**config.mk**
```make
export PLATFORM = sky130hd
export DESIGN_NAME = vdp18_vram_slot_sched
export DESIGN_NICKNAME = d
export VERILOG_FILES = /design/src/rtl/vdp18_pkg.sv /design/src/rtl/vdp18_cpu_req_buf.sv /design/src/rtl/vdp18_vram_slot_sched.sv
export SDC_FILE = /design/constraint.sdc
export NUM_CORES = 1
export LEC_CHECK = 0
export CAP_MARGIN = 20
export CORE_MARGIN = 8
export CORE_UTILIZATION = 40
export DETAILED_ROUTE_END_ITERATION = 10
export MAX_ROUTING_LAYER = met4
export PLACE_DENSITY = 0.75
export SYNTH_ARGS = -nofsm -noshare
export SYNTH_HDL_FRONTEND = slang
export SYNTH_SLANG_ARGS = --single-unit
```
**constraint.sdc**
```tcl
create_clock -name clock_i -period 2.77 [get_ports clock_i]
set_input_delay 0.554 -clock clock_i [delete_from_list [all_inputs] [get_ports clock_i]]
set_output_delay 0.554 -clock clock_i [all_outputs]
set_load 0.02 [all_outputs]
```
**src/rtl/vdp18_pkg.sv**
```systemverilog
// Shared VDP types plus the VRAM slot map.
// slot_decode tells which fixed fetch, if any, owns a slot.
package vdp18_pkg;

   typedef enum logic [3:0] {
      AC_NONE,
      AC_PNT,
      AC_PCT,
      AC_PGT,
      AC_SATY,
      AC_SATX,
      AC_SATN,
      AC_SATC,
      AC_SPTH,
      AC_SPTL,
      AC_CPU
   } access_t;

   typedef enum logic [1:0] {
      OP_GRAPH1,
      OP_GRAPH2,
      OP_MULTIC,
      OP_TEXTM
   } opmode_t;

   localparam logic [7:0] SLOTS_PER_LINE = 8'd171;
   localparam logic [7:0] ACT_SLOTS      = 8'd128;
   localparam logic [7:0] SPR_SLOTS      = 8'd32;
   localparam logic [7:0] LAST_SLOT      = SLOTS_PER_LINE - 8'd1;
   localparam logic [7:0] SPR_END        = ACT_SLOTS + SPR_SLOTS;

   typedef struct packed {
      access_t    ac;
      logic [4:0] tile;
      logic [1:0] spr;
   } slot_dec_t;

   function automatic slot_dec_t slot_decode(
      input logic [7:0] s,
      input opmode_t    mode,
      input logic       disp_en,
      input logic       spr_en
   );
      slot_dec_t  r;
      logic [7:0] o;
      r.ac   = AC_NONE;
      r.tile = '0;
      r.spr  = '0;
      o      = s - ACT_SLOTS;
      if (disp_en) begin
         if (s < ACT_SLOTS) begin
            r.tile = s[6:2];
            unique case (mode)
               OP_GRAPH1, OP_GRAPH2: begin
                  case (s[1:0])
                     2'd0:    r.ac = AC_PNT;
                     2'd1:    r.ac = AC_PCT;
                     2'd2:    r.ac = AC_PGT;
                     default: r.ac = AC_NONE;
                  endcase
               end
               OP_MULTIC, OP_TEXTM: begin
                  case (s[1:0])
                     2'd0:    r.ac = AC_PNT;
                     2'd1:    r.ac = AC_PGT;
                     default: r.ac = AC_NONE;
                  endcase
               end
            endcase
         end else if (s < SPR_END && spr_en && mode != OP_TEXTM) begin
            r.spr = o[4:3];
            case (o[2:0])
               3'd0:    r.ac = AC_SATY;
               3'd1:    r.ac = AC_SATX;
               3'd2:    r.ac = AC_SATN;
               3'd3:    r.ac = AC_SATC;
               3'd4:    r.ac = AC_SPTH;
               3'd5:    r.ac = AC_SPTL;
               default: r.ac = AC_NONE;
            endcase
         end
      end
      return r;
   endfunction

endpackage

```
**src/rtl/vdp18_cpu_req_buf.sv**
```systemverilog
// One-deep CPU VRAM request buffer: accept/drop, busy/done/overrun
// and read-data capture on completion.
module vdp18_cpu_req_buf (
   input  logic        clock_i,
   input  logic        reset_i,
   input  logic        cpu_req_i,
   input  logic        cpu_we_i,
   input  logic [13:0] cpu_a_i,
   input  logic [7:0]  cpu_d_i,
   input  logic        complete_i,
   input  logic [7:0]  vram_d_i,
   output logic        busy_o,
   output logic        done_o,
   output logic        ovr_o,
   output logic [7:0]  rd_d_o,
   output logic        we_o,
   output logic [13:0] a_o,
   output logic [7:0]  d_o
);

   logic        busy_q, busy_d;
   logic        done_q, done_d;
   logic        ovr_q, ovr_d;
   logic        we_q, we_d;
   logic [13:0] a_q, a_d;
   logic [7:0]  d_q, d_d;
   logic [7:0]  rd_q, rd_d;
   logic        accept;

   always_comb begin
      accept = cpu_req_i & (~busy_q | complete_i);
      busy_d = busy_q;
      we_d   = we_q;
      a_d    = a_q;
      d_d    = d_q;
      rd_d   = rd_q;
      done_d = complete_i;
      ovr_d  = cpu_req_i & ~accept;
      if (complete_i) begin
         busy_d = 1'b0;
         if (!we_q) rd_d = vram_d_i;
      end
      // a request landing on the completing edge takes over with no idle gap
      if (accept) begin
         busy_d = 1'b1;
         we_d   = cpu_we_i;
         a_d    = cpu_a_i;
         d_d    = cpu_d_i;
      end
   end

   always_ff @(posedge clock_i) begin
      if (reset_i) begin
         busy_q <= 1'b0;
         done_q <= 1'b0;
         ovr_q  <= 1'b0;
         we_q   <= 1'b0;
         a_q    <= '0;
         d_q    <= '0;
         rd_q   <= '0;
      end else begin
         busy_q <= busy_d;
         done_q <= done_d;
         ovr_q  <= ovr_d;
         we_q   <= we_d;
         a_q    <= a_d;
         d_q    <= d_d;
         rd_q   <= rd_d;
      end
   end

   assign busy_o = busy_q;
   assign done_o = done_q;
   assign ovr_o  = ovr_q;
   assign rd_d_o = rd_q;
   assign we_o   = we_q;
   assign a_o    = a_q;
   assign d_o    = d_q;

endmodule

```
**src/rtl/vdp18_vram_slot_sched.sv**
```systemverilog
// VRAM slot scheduler: slot counter, per-slot access decode and
// CPU grant into slots left free by display and sprite fetches.
module vdp18_vram_slot_sched
   import vdp18_pkg::*;
(
   input  logic        clock_i,
   input  logic        reset_i,
   input  logic        slot_strobe_i,
   input  logic        line_start_i,
   input  logic        disp_en_i,
   input  logic        spr_en_i,
   input  opmode_t     opmode_i,
   input  logic        cpu_req_i,
   input  logic        cpu_we_i,
   input  logic [13:0] cpu_a_i,
   input  logic [7:0]  cpu_d_i,
   output logic        cpu_busy_o,
   output logic        cpu_done_o,
   output logic        cpu_ovr_o,
   output logic [7:0]  cpu_rd_d_o,
   output logic [13:0] cpu_vram_a_o,
   input  logic [7:0]  vram_d_i,
   output logic [7:0]  vram_d_o,
   output logic        vram_we_o,
   output access_t     access_type_o,
   output logic [4:0]  tile_num_o,
   output logic [1:0]  spr_slot_o
);

   logic [7:0] slot_cnt_q, slot_cnt_d;
   access_t    ac_q, ac_d;
   logic [4:0] tile_q, tile_d;
   logic [1:0] spr_q, spr_d;
   logic       grant_q, grant_d;
   logic       vram_we_q, vram_we_d;
   logic [7:0] slot_nxt;
   slot_dec_t  dec;
   logic       evt;
   logic       complete;
   logic       buf_busy;
   logic       buf_we;

   assign evt      = slot_strobe_i | line_start_i;
   assign complete = evt & grant_q;

   always_comb begin
      slot_cnt_d = slot_cnt_q;
      ac_d       = ac_q;
      tile_d     = tile_q;
      spr_d      = spr_q;
      grant_d    = grant_q;
      vram_we_d  = vram_we_q;
      if (line_start_i || slot_cnt_q == LAST_SLOT) slot_nxt = 8'd0;
      else slot_nxt = slot_cnt_q + 8'd1;
      dec = slot_decode(slot_nxt, opmode_i, disp_en_i, spr_en_i);
      if (evt) begin
         slot_cnt_d = slot_nxt;
         tile_d     = dec.tile;
         spr_d      = dec.spr;
         // the request being completed on this edge must not be re-granted
         grant_d    = (dec.ac == AC_NONE) & buf_busy & ~grant_q;
         ac_d       = grant_d ? AC_CPU : dec.ac;
         vram_we_d  = grant_d & buf_we;
      end
   end

   always_ff @(posedge clock_i) begin
      if (reset_i) begin
         slot_cnt_q <= '0;
         ac_q       <= AC_NONE;
         tile_q     <= '0;
         spr_q      <= '0;
         grant_q    <= 1'b0;
         vram_we_q  <= 1'b0;
      end else begin
         slot_cnt_q <= slot_cnt_d;
         ac_q       <= ac_d;
         tile_q     <= tile_d;
         spr_q      <= spr_d;
         grant_q    <= grant_d;
         vram_we_q  <= vram_we_d;
      end
   end

   vdp18_cpu_req_buf u_buf (
      .clock_i    (clock_i),
      .reset_i    (reset_i),
      .cpu_req_i  (cpu_req_i),
      .cpu_we_i   (cpu_we_i),
      .cpu_a_i    (cpu_a_i),
      .cpu_d_i    (cpu_d_i),
      .complete_i (complete),
      .vram_d_i   (vram_d_i),
      .busy_o     (buf_busy),
      .done_o     (cpu_done_o),
      .ovr_o      (cpu_ovr_o),
      .rd_d_o     (cpu_rd_d_o),
      .we_o       (buf_we),
      .a_o        (cpu_vram_a_o),
      .d_o        (vram_d_o)
   );

   assign cpu_busy_o    = buf_busy;
   assign vram_we_o     = vram_we_q;
   assign access_type_o = ac_q;
   assign tile_num_o    = tile_q;
   assign spr_slot_o    = spr_q;

endmodule
```
* Yosys cells after proc, flatten, opt, wreduce, memory -nomap -nowiden
Index checks and enable logic that the tools add are counted.
W data, S select, Z words.
** Storage, ports and cells
- Register bits :: 55
- Logic and storage cells :: 66
** Operators by class
- Add/subtract/negate cells :: 2
- Magnitude comparators :: 2
- Equal/unequal tests :: 12
- Muxes and demuxes :: 14
- Bitwise operators :: 12
- Reductions and logical operators :: 11
** Operators with widths (number)
- $pmux W4 S6 :: 1
- $lt A8 B8 Y1 const B :: 2
- $mux W4 :: 3
- $mux W11 :: 1
- $add A8 B1 Y8 const B :: 1
- $eq A8 B8 Y1 const B :: 1
- $mux W8 :: 1
- $pmux W4 S2 :: 1
- $and A1 B1 Y1 :: 6
- $eq A2 B2 Y1 const B :: 3
- $eq A3 B2 Y1 const B :: 2
- $eq A3 B3 Y1 const B :: 2
- $pmux W2 S3 :: 1
- $mux W5 :: 1
- $sub A5 B1 Y5 const B :: 1
- $eq A2 B1 Y1 const B :: 2
- $logic_not A2 Y1 :: 2
- $logic_not A4 Y1 :: 1
- $mux W2 :: 2
- $not A1 Y1 :: 4
- $pmux W2 S2 :: 1
- $reduce_or A2 Y1 :: 2
- $eq A3 B1 Y1 const B :: 1
- $logic_not A3 Y1 :: 1
- 7 further kinds :: 10

* Depth between registers and ports, before layout
Gate-level depths: netlist of the first run.
- Depth in word-level cells :: 13
- Depth in mapped cells :: 12
- Mapped depth without buffers :: 12

* Cells and area by module
A second synthesis of the first run with hierarchy kept.
** Unflattened totals
- Cell total of the unflattened synthesis :: 277
- Area total of the unflattened synthesis :: 2622.5 um^2
** Modules (own cells, without submodules)
- vdp18_cpu_req_buf :: instances 1, cells an instance 135, area each 1435.1 um^2, sequential area each 680.7 um^2
- vdp18_vram_slot_sched :: instances 1, cells an instance 142, area each 1187.4 um^2, sequential area each 420.4 um^2

* Worst setup path after synthesis of the first run
OpenSTA, ideal clock, no wires.
- Path type :: register -> register
- Start point :: reg slot_cnt_q[0]
- End point :: reg vram_we_q (netlist: vram_we_o)
- Library setup time :: 0.085 ns
- Arrival time :: 2.501 ns
- Setup slack :: 0.184 ns
- Cell stages (with the launch flop) :: 12
- Buffers on the path :: 0
- Cells stage by stage :: dfxtp_1 inv_1 ha_1 and4b_1 a21oi_2 nand2_1 ha_1 mux2_2 nand2_1 a21oi_1 a2111o_1 o31ai_2
** Between the ends
- Longest elaborated chain between the ends :: 13
- Elaborated cells on any way between the ends :: 29
** Ends and longest elaborated chain
- from (decl) :: RTL line vdp18_vram_slot_sched.sv:30 : logic [7:0] slot_cnt_q, slot_cnt_d;
- from (signal assigned) :: RTL line vdp18_vram_slot_sched.sv:76 : slot_cnt_q <= slot_cnt_d;
- branches (longest 2 deep; another with $add A8 B1 Y8)
- $mux W8 (*) :: RTL line vdp18_vram_slot_sched.sv:53 : if (line_start_i || slot_cnt_q == LAST_SLOT) slot_nxt = 8'd0;
- $sub A5 B1 Y5 / $lt A8 B8 Y1 (equally long branches) :: RTL line vdp18_pkg.sv:49, vdp18_pkg.sv:70
- $eq A3 B3 Y1 (tied with other cells) :: RTL line vdp18_pkg.sv:72 : case (o[2:0])
- $pmux W4 S6 / $logic_and A1 B1 Y1 (equally long branches) :: RTL line vdp18_pkg.sv:72, vdp18_pkg.sv:70
- $mux W4 :: RTL line vdp18_pkg.sv:70 : end else if (s < SPR_END && spr_en && mode != OP_TEXTM) begin
- $mux W4 (*) :: RTL line vdp18_pkg.sv:51 : if (s < ACT_SLOTS) begin
- $mux W11 (*) :: RTL line vdp18_pkg.sv:50 : if (disp_en) begin
- $logic_not A4 Y1 (*) :: RTL line vdp18_vram_slot_sched.sv:61 : grant_d = (dec.ac == AC_NONE) & buf_busy & ~grant_q;
- $and A1 B1 Y1 (*) (2 in series) :: RTL line vdp18_vram_slot_sched.sv:61
- $and A1 B1 Y1 (*) :: RTL line vdp18_vram_slot_sched.sv:63 : vram_we_d = grant_d & buf_we;
- to (signal assigned) :: RTL line vdp18_vram_slot_sched.sv:81 : vram_we_q <= vram_we_d;
- to (decl) :: RTL line vdp18_vram_slot_sched.sv:35 : logic vram_we_q, vram_we_d;
Every way passes the cells marked *. The select of a mux whose other input is x is not followed.
A chain may end at the register's enable or synchronous reset.

* Final worst setup path of the first run
- Start point :: reg slot_cnt_q[0]
- End point :: reg vram_we_q (netlist: vram_we_o)
** Between the ends
- Longest elaborated chain between the ends :: 13
- Elaborated cells on any way between the ends :: 29
** Ends and longest elaborated chain
- branches (longest 2 deep; another with $add A8 B1 Y8)
- $mux W8 (*) :: RTL line vdp18_vram_slot_sched.sv:53
- net slot_nxt[1] :: RTL line vdp18_vram_slot_sched.sv:36 : logic [7:0] slot_nxt;
- $sub A5 B1 Y5 / $lt A8 B8 Y1 (equally long branches) :: RTL line vdp18_pkg.sv:49, vdp18_pkg.sv:70
- $eq A3 B3 Y1 (tied with other cells) :: RTL line vdp18_pkg.sv:72
- $pmux W4 S6 / $logic_and A1 B1 Y1 (equally long branches) :: RTL line vdp18_pkg.sv:72, vdp18_pkg.sv:70
- $mux W4 :: RTL line vdp18_pkg.sv:70
- $mux W4 (*) :: RTL line vdp18_pkg.sv:51
- $mux W11 (*) :: RTL line vdp18_pkg.sv:50
- $logic_not A4 Y1 (*) :: RTL line vdp18_vram_slot_sched.sv:61
- $and A1 B1 Y1 (*) (2 in series) :: RTL line vdp18_vram_slot_sched.sv:61
- $and A1 B1 Y1 (*) :: RTL line vdp18_vram_slot_sched.sv:63
Mark *: on every way through the listed nets, which the timed path passes. The select of a mux whose other input is x is not followed.

==> results of run 1 <==
-- per-layer routing --
metal | up-vias | part of all wire, % | track usage [%]
met5 | - | 0 | -
met3 | 9 | 5.8 | 2.64
met2 | 75 | 45 | 24.7
li1 | 1189 | - | -
met4 | 0 | 2.1 | 6.71
met1 | 1062 | 47 | 19.0
-- power by group --
| group | internal (mW) | switching, mW |
|---|---|---|
| clock network | 0.274 | 0.266 |
| logic | 0.134 | 0.135 |
| registers | 0.819 | 0.0174 |
-- synthesized netlist by cell type (all sizes together) (2+ instances only) --
cell type and number:
o31ai 2, inv 4, a211oi 3, buf 6
and2 5, xor2 4, a22oi 9, nand2 69
ha 6, xnor2 3, nor2 31, dfxtp 55
nor3 3, a21o 2, nor3b 3, o21ai 11
a21oi 44, mux2i 2, clkbuf 13, and3 2
nand3 5, or2 2, nand4 3
-- flip-flops by register name, indices dropped and copies added (netlist names), 2 cells and up --
register,flops
slot_cnt_q,8
u_buf.rd_d_o,8
tile_num_o,5
access_type_o,4
spr_slot_o,2
u_buf.a_o,14
u_buf.d_o,8
-- path summary, 6_finish.rpt --
| path | start | endpoint | slack (ns) | cells past startpoint |
|---|---|---|---|---|
| setup / recovery | slot_cnt_q[0]$_SDFFE_PP0N_ | vram_we_o$_SDFFE_PP0N_ | 0.14 | 12 |
| hold / removal | u_buf.d_o[1]$_SDFFE_PP0P_ | u_buf.d_o[1]$_SDFFE_PP0P_ | 0.46 | 2 |
| setup reg to reg | slot_cnt_q[0]$_SDFFE_PP0N_ | vram_we_o$_SDFFE_PP0N_ | 0.14 | 12 |
| hold reg to reg | u_buf.d_o[1]$_SDFFE_PP0P_ | u_buf.d_o[1]$_SDFFE_PP0P_ | 0.46 | 2 |
-- worst max-delay path, cell delays in order (launching register included) --
cell      delay, ns
dfxtp_4        0.39
inv_1          0.06
ha_1           0.19
and4b_1        0.23
a21o_1         0.18
nor2_1         0.12
inv_1          0.08
ha_1           0.26
mux2_2         0.25
nand2_1        0.07
a21oi_1        0.06
a2111o_1       0.45
o31ai_2        0.20
-- layout make-up --
type                       count  area share, %
clock buffer                   6           2.10
clock inverter                 2           1.12
inverter                       4          0.434
multi-input combinational    221           34.4
sequential                    55           32.0
tap                           75           2.72
timing repair buffer          98           27.2
-- stage by stage --
stage	cells	worst slack, ns	TNS (ns)	cell area [µm²]	hold slack [ns]
after detailed placement	453	-0.0407	-0.0407	3340	0.447
final	461	0.140	0	3460	0.459
after floorplan	299	0.184	0	2390	0.436
after global routing	461	0.0239	0	3460	0.479
after global placement	453	0.0594	0	3340	0.441
after CTS	461	0.0346	0	3450	0.462
-- what timing repair did --
item | 4_1_cts | 5_1_grt
setup buffers | 0 | 0
setup endpoints to repair | 0 | 3
gates resized for setup | 0 | 2
hold endpoints to repair | 0 | 0
-- logic make-up after synthesis --
family / synth area share [%]
mux: 1.31
buf+inv: 4.14
flops: 46.1
fa+ha+maj: 3.14
compound gates: 19.6
xor+xnor: 2.57
simple gates: 23.1
==> impl_metrics.tcl, run 1 <==
set metrics [dict create \
    skew_ns 0.0168 \
    yosysTopAreaCellShare_pct 46.1 \
    seq_area_frac_synth_pct 46.1 \
    clk_pin_slew_ns 0.10 \
    gp_congestion 0.882 \
    overflow 0 \
    grt_pass1_wl_um 10700 \
    vias 2335 \
    start_util_pct 40.8 \
    cellLeakagePower_nw 1.31 \
    synth-edff-count 0 \
    maxCapViolCount 0 \
    grt_usage_pct 15.6 \
    routed_wl_um 6790 \
    clock_path_buffers 2 \
    synth_area_mm2 0.00239 \
    synth-main-ff-cell "dfxtp_1" \
    ir_worst_vdd_v 0.000354 \
    nets 431 \
    power_mw 1.64 \
    setup.worst_path.end_class "flop" \
    postSynth.asyncResetShare_pct 0 \
    syn-num-nets 345 \
    fp-row-count 28 \
    drt_pass1_iterations 4 \
    utilization_pct 59.1 \
    dieArea_mm2 0.00870 \
    core_area_mm2 0.00585 \
    regArea_mm2 0.00110 \
    relSlewSlack_pct 46.0 \
    port_buffers 84 \
    layout-drive-gt1-share_pct 7.51 \
    cp.arrival_ns 2.86 \
    synth.avg_cell_area_um2 7.99 \
    wl_per_cell_um 14.7 \
    clkSinkCount 55 \
    diodes 0 \
    ys_seq_elements 55 \
    cts_tree "yes" \
    rsz0062_at_grt "false" \
    first_iter_violations 126 \
    period_needed_ns 2.63 \
    clock-root-buffer "clkbuf_8" \
    power_per_cell_area_mw_per_mm2 476 \
    grt_max_degree 33 \
    status "complete, no violations" \
    fill_cells 530 \
    max_freq_ghz 0.380 \
    die-width_um 93.3 \
    cts_buffers 5 \
    htreeDepth 2 \
    critPathKind "flop to flop" \
    final_hold_viol_count 0 \
    worstHoldPathType "flop to flop" \
    viasPerCell 5.07 \
    required_ns 3.00 \
    ant_nets 0 \
    antenna_found_initial 0 \
    postSynthCellCount 299 \
    yosys_warnings 0 \
    post-route-period-util_pct 94.9 \
    ctsHoldBuffers 0 \
    drc 0 \
    start_kind "flop" \
    setup_viol 0 \
    place_hpwl_um 5100 \
    io-pin-count 85 \
    drv_slew 0 \
    clk_latency_ns 0.31 \
    syn_to_final_growth_pct 44.6 \
    dieHeight_um 93.3 \
    worstPathMaxFanout 7 \
    mostFrequentLayoutCell "clkdlybuf4s50_1" \
    grt_pass1_vias 2254 \
    multi_input_area_mm2 0.00119 \
    yosys-top-cells-area "dfxtp_1 (46%), nand2_1 (11%), a21oi_1 (9.0%)" \
    synth_top_cell_by_area "dfxtp_1" \
    synth_cell_type_count 44 \
    tightest_slew_ns 0.810 \
    mostFrequentLayoutCells "clkdlybuf4s50_1 (83), nand2_1 (69), dfxtp_1 (54)" \
]
Note: power is estimated with default switching activity, not from simulation.
==> inputs of run 2 (changes only) <==
--- a/config.mk
+++ b/config.mk
@@ -11,6 +11,7 @@
 export DETAILED_ROUTE_END_ITERATION = 10
 export MAX_ROUTING_LAYER = met4
 export PLACE_DENSITY = 0.75
+export RECOVER_POWER = 100
 export SYNTH_ARGS = -nofsm -noshare
 export SYNTH_HDL_FRONTEND = slang
 export SYNTH_SLANG_ARGS = --single-unit
==> run 2 against run 1 <==
Against the previous run: wire length down 0.13%; first-iteration DRC count increased by 7.1%; clock skew decreased by 0.0026 ns; sequential cell count unchanged.
==> impl_metrics.tcl, run 2 (synthesis gave the netlist of run 1 again) <==
set metrics [dict create \
    status "complete, no violations" \
    rsz0062_at_grt "false" \
    largest_register_ff_count 14 \
    grt_pass1_wl_um 10700 \
    clock-root-buffer "clkbuf_8" \
    max_freq_ghz 0.381 \
    top_layer "met4" \
    met2_length_um 3070 \
    htreeDepth 2 \
    power_mw 1.63 \
    syn_to_final_growth_pct 43.4 \
    hp-start "u_buf.d_o[7]$_SDFFE_PP0P_" \
    r2r_slack_ns 0.14 \
    place_hpwl_um 5100 \
    overflow 0 \
    slowest_delay_ns 0.46 \
    vias 2350 \
    grt_pass1_vias 2254 \
    drc 0 \
    cts_resized 0 \
    multi_input_area_mm2 0.00117 \
    antenna_found_initial 0 \
    crit_path_top_delay_cell "a2111o_1" \
    setup_viol 0 \
    r2r-start "slot_cnt_q[0]$_SDFFE_PP0N_" \
    nets 431 \
    final_area_mm2 0.00343 \
    clock_path_buffers 2 \
    dieArea_mm2 0.00870 \
    cts_buffers 5 \
    drt_pass1_iterations 6 \
    post-route-period-util_pct 94.8 \
    critPathKind "flop to flop" \
    r2r_end "vram_we_o$_SDFFE_PP0N_" \
    fin_cells 461 \
    io-pin-count 85 \
    ir_worst_vdd_v 0.000350 \
    core_area_mm2 0.00585 \
    crit_path_start "slot_cnt_q[0]$_SDFFE_PP0N_" \
    layout-drive-gt1-share_pct 5.70 \
    grt_max_degree 33 \
    setup.worst_path.end_class "flop" \
    mostFrequentLayoutCell "nand2_1" \
    maxCapViolCount 0 \
    viasPerCell 5.10 \
    worst_hold_slack_ns 0.456 \
    mostFrequentLayoutCells "nand2_1 (69), dfxtp_1 (54), dlygate4sd3_1 (46)" \
    die-width_um 93.3 \
    diodes 0 \
    clkSinkCount 55 \
    start_kind "flop" \
    cellLeakagePower_nw 1.43 \
    postCtsSetupRepairBufs 0 \
    start_util_pct 40.8 \
    whs_endpoint "u_buf.d_o[7]$_SDFFE_PP0P_" \
    relSlewSlack_pct 20.3 \
    crit_chain "inv_1, ha_1, and4b_1, a21oi_1, nand2_1, ha_1, mux2_2, nand2_1, a21oi_1, a2111o_1, o31ai_2" \
    worstPathMaxFanout 7 \
    fill_cells 537 \
    required_ns 3.00 \
    met1_length_um 3120 \
    hold_depth 2 \
    skew_ns 0.0142 \
    wl_per_cell_um 14.7 \
    clk_pin_slew_ns 0.10 \
    r2r_cells 11 \
    power_per_cell_area_mw_per_mm2 475 \
    dpl_cell_area_mm2 0.00334 \
    routed_wl_um 6780 \
    cp.arrival_ns 2.85 \
    drv_slew 0 \
    dp.cells 453 \
    fp-row-count 28 \
    regArea_mm2 0.00110 \
    grt_usage_pct 15.6 \
    ctsHoldBuffers 0 \
    ant_nets 0 \
    worstHoldPathType "flop to flop" \
    port_buffers 84 \
    tightest_slew_ns 1.20 \
    gp_congestion 0.882 \
    first_iter_violations 135 \
    utilization_pct 58.6 \
    wl_met3_um 447 \
    dieHeight_um 93.3 \
    clk_latency_ns 0.31 \
    crit_family "compound AO/OA/AOI/OAI gates" \
    cts_tree "yes" \
    period_needed_ns 2.63 \
    crit_buf_inv 1 \
    final_hold_viol_count 0 \
]
## run 2: cell count changes in the layout (fill, tap and decap cells not counted), moves of 4 or more
cell and delta:
clkbuf_1 +4, buf_4 -4, clkdlybuf4s50_1 -46, dlygate4sd3_1 +46
## run 2: where the power goes
group	internal (mW)	total, mW	switching [mW]
Sequential	0.819	0.835	0.0162
Clock	0.274	0.537	0.263
Combinational	0.122	0.256	0.134
## run 2: final cells by class
type                       instances  area share (%)
clock inverter                     2            1.13
timing repair buffer              98            27.0
sequential                        55            32.2
tap                               75            2.74
multi-input combinational        221            34.3
clock buffer                       6            2.12
inverter                           4           0.438
## run 2: through the flow
step	TNS, ns	setup WS, ns
2_1_floorplan	0	0.184
3_3_place_gp	0	0.0594
3_5_place_dp	-0.0407	-0.0407
4_1_cts	0	0.0346
5_1_grt	0	0.0270
6_report	0	0.144
## run 2: metal layers
layer	track usage [%]	up-vias
met4	6.71	0
met5	-	-
met2	24.7	87
met3	2.64	9
met1	19.0	1061
li1	-	1193
## run 2: worst max-delay path by stage
stage                     cells past startpoint  slack, ns                      to
after detailed placement                     10      -0.04  vram_we_o$_SDFFE_PP0N_
after floorplan                              11       0.18  vram_we_o$_SDFFE_PP0N_
after global placement                       10       0.06  vram_we_o$_SDFFE_PP0N_
after CTS                                    12       0.03  vram_we_o$_SDFFE_PP0N_
after global routing                         11       0.03  vram_we_o$_SDFFE_PP0N_
final                                        11       0.14  vram_we_o$_SDFFE_PP0N_
## run 2: tightest hold or removal path, stage by stage, from the launching register on
cell	delay (ns)
dfxtp_1	0.32
nand2_1	0.05
a21oi_1	0.05
==> inputs of run 3 (changes only) <==
--- a/config.mk
+++ b/config.mk
@@ -5,6 +5,7 @@
 export SDC_FILE = /design/constraint.sdc
 export NUM_CORES = 1
 export LEC_CHECK = 0
+export ABC_CLOCK_PERIOD_IN_PS = 2770
 export CAP_MARGIN = 20
 export CORE_MARGIN = 8
 export CORE_UTILIZATION = 40
==> results of run 3 <==
Same layout as run 2: the final DEF is identical, and so are final timing and power.
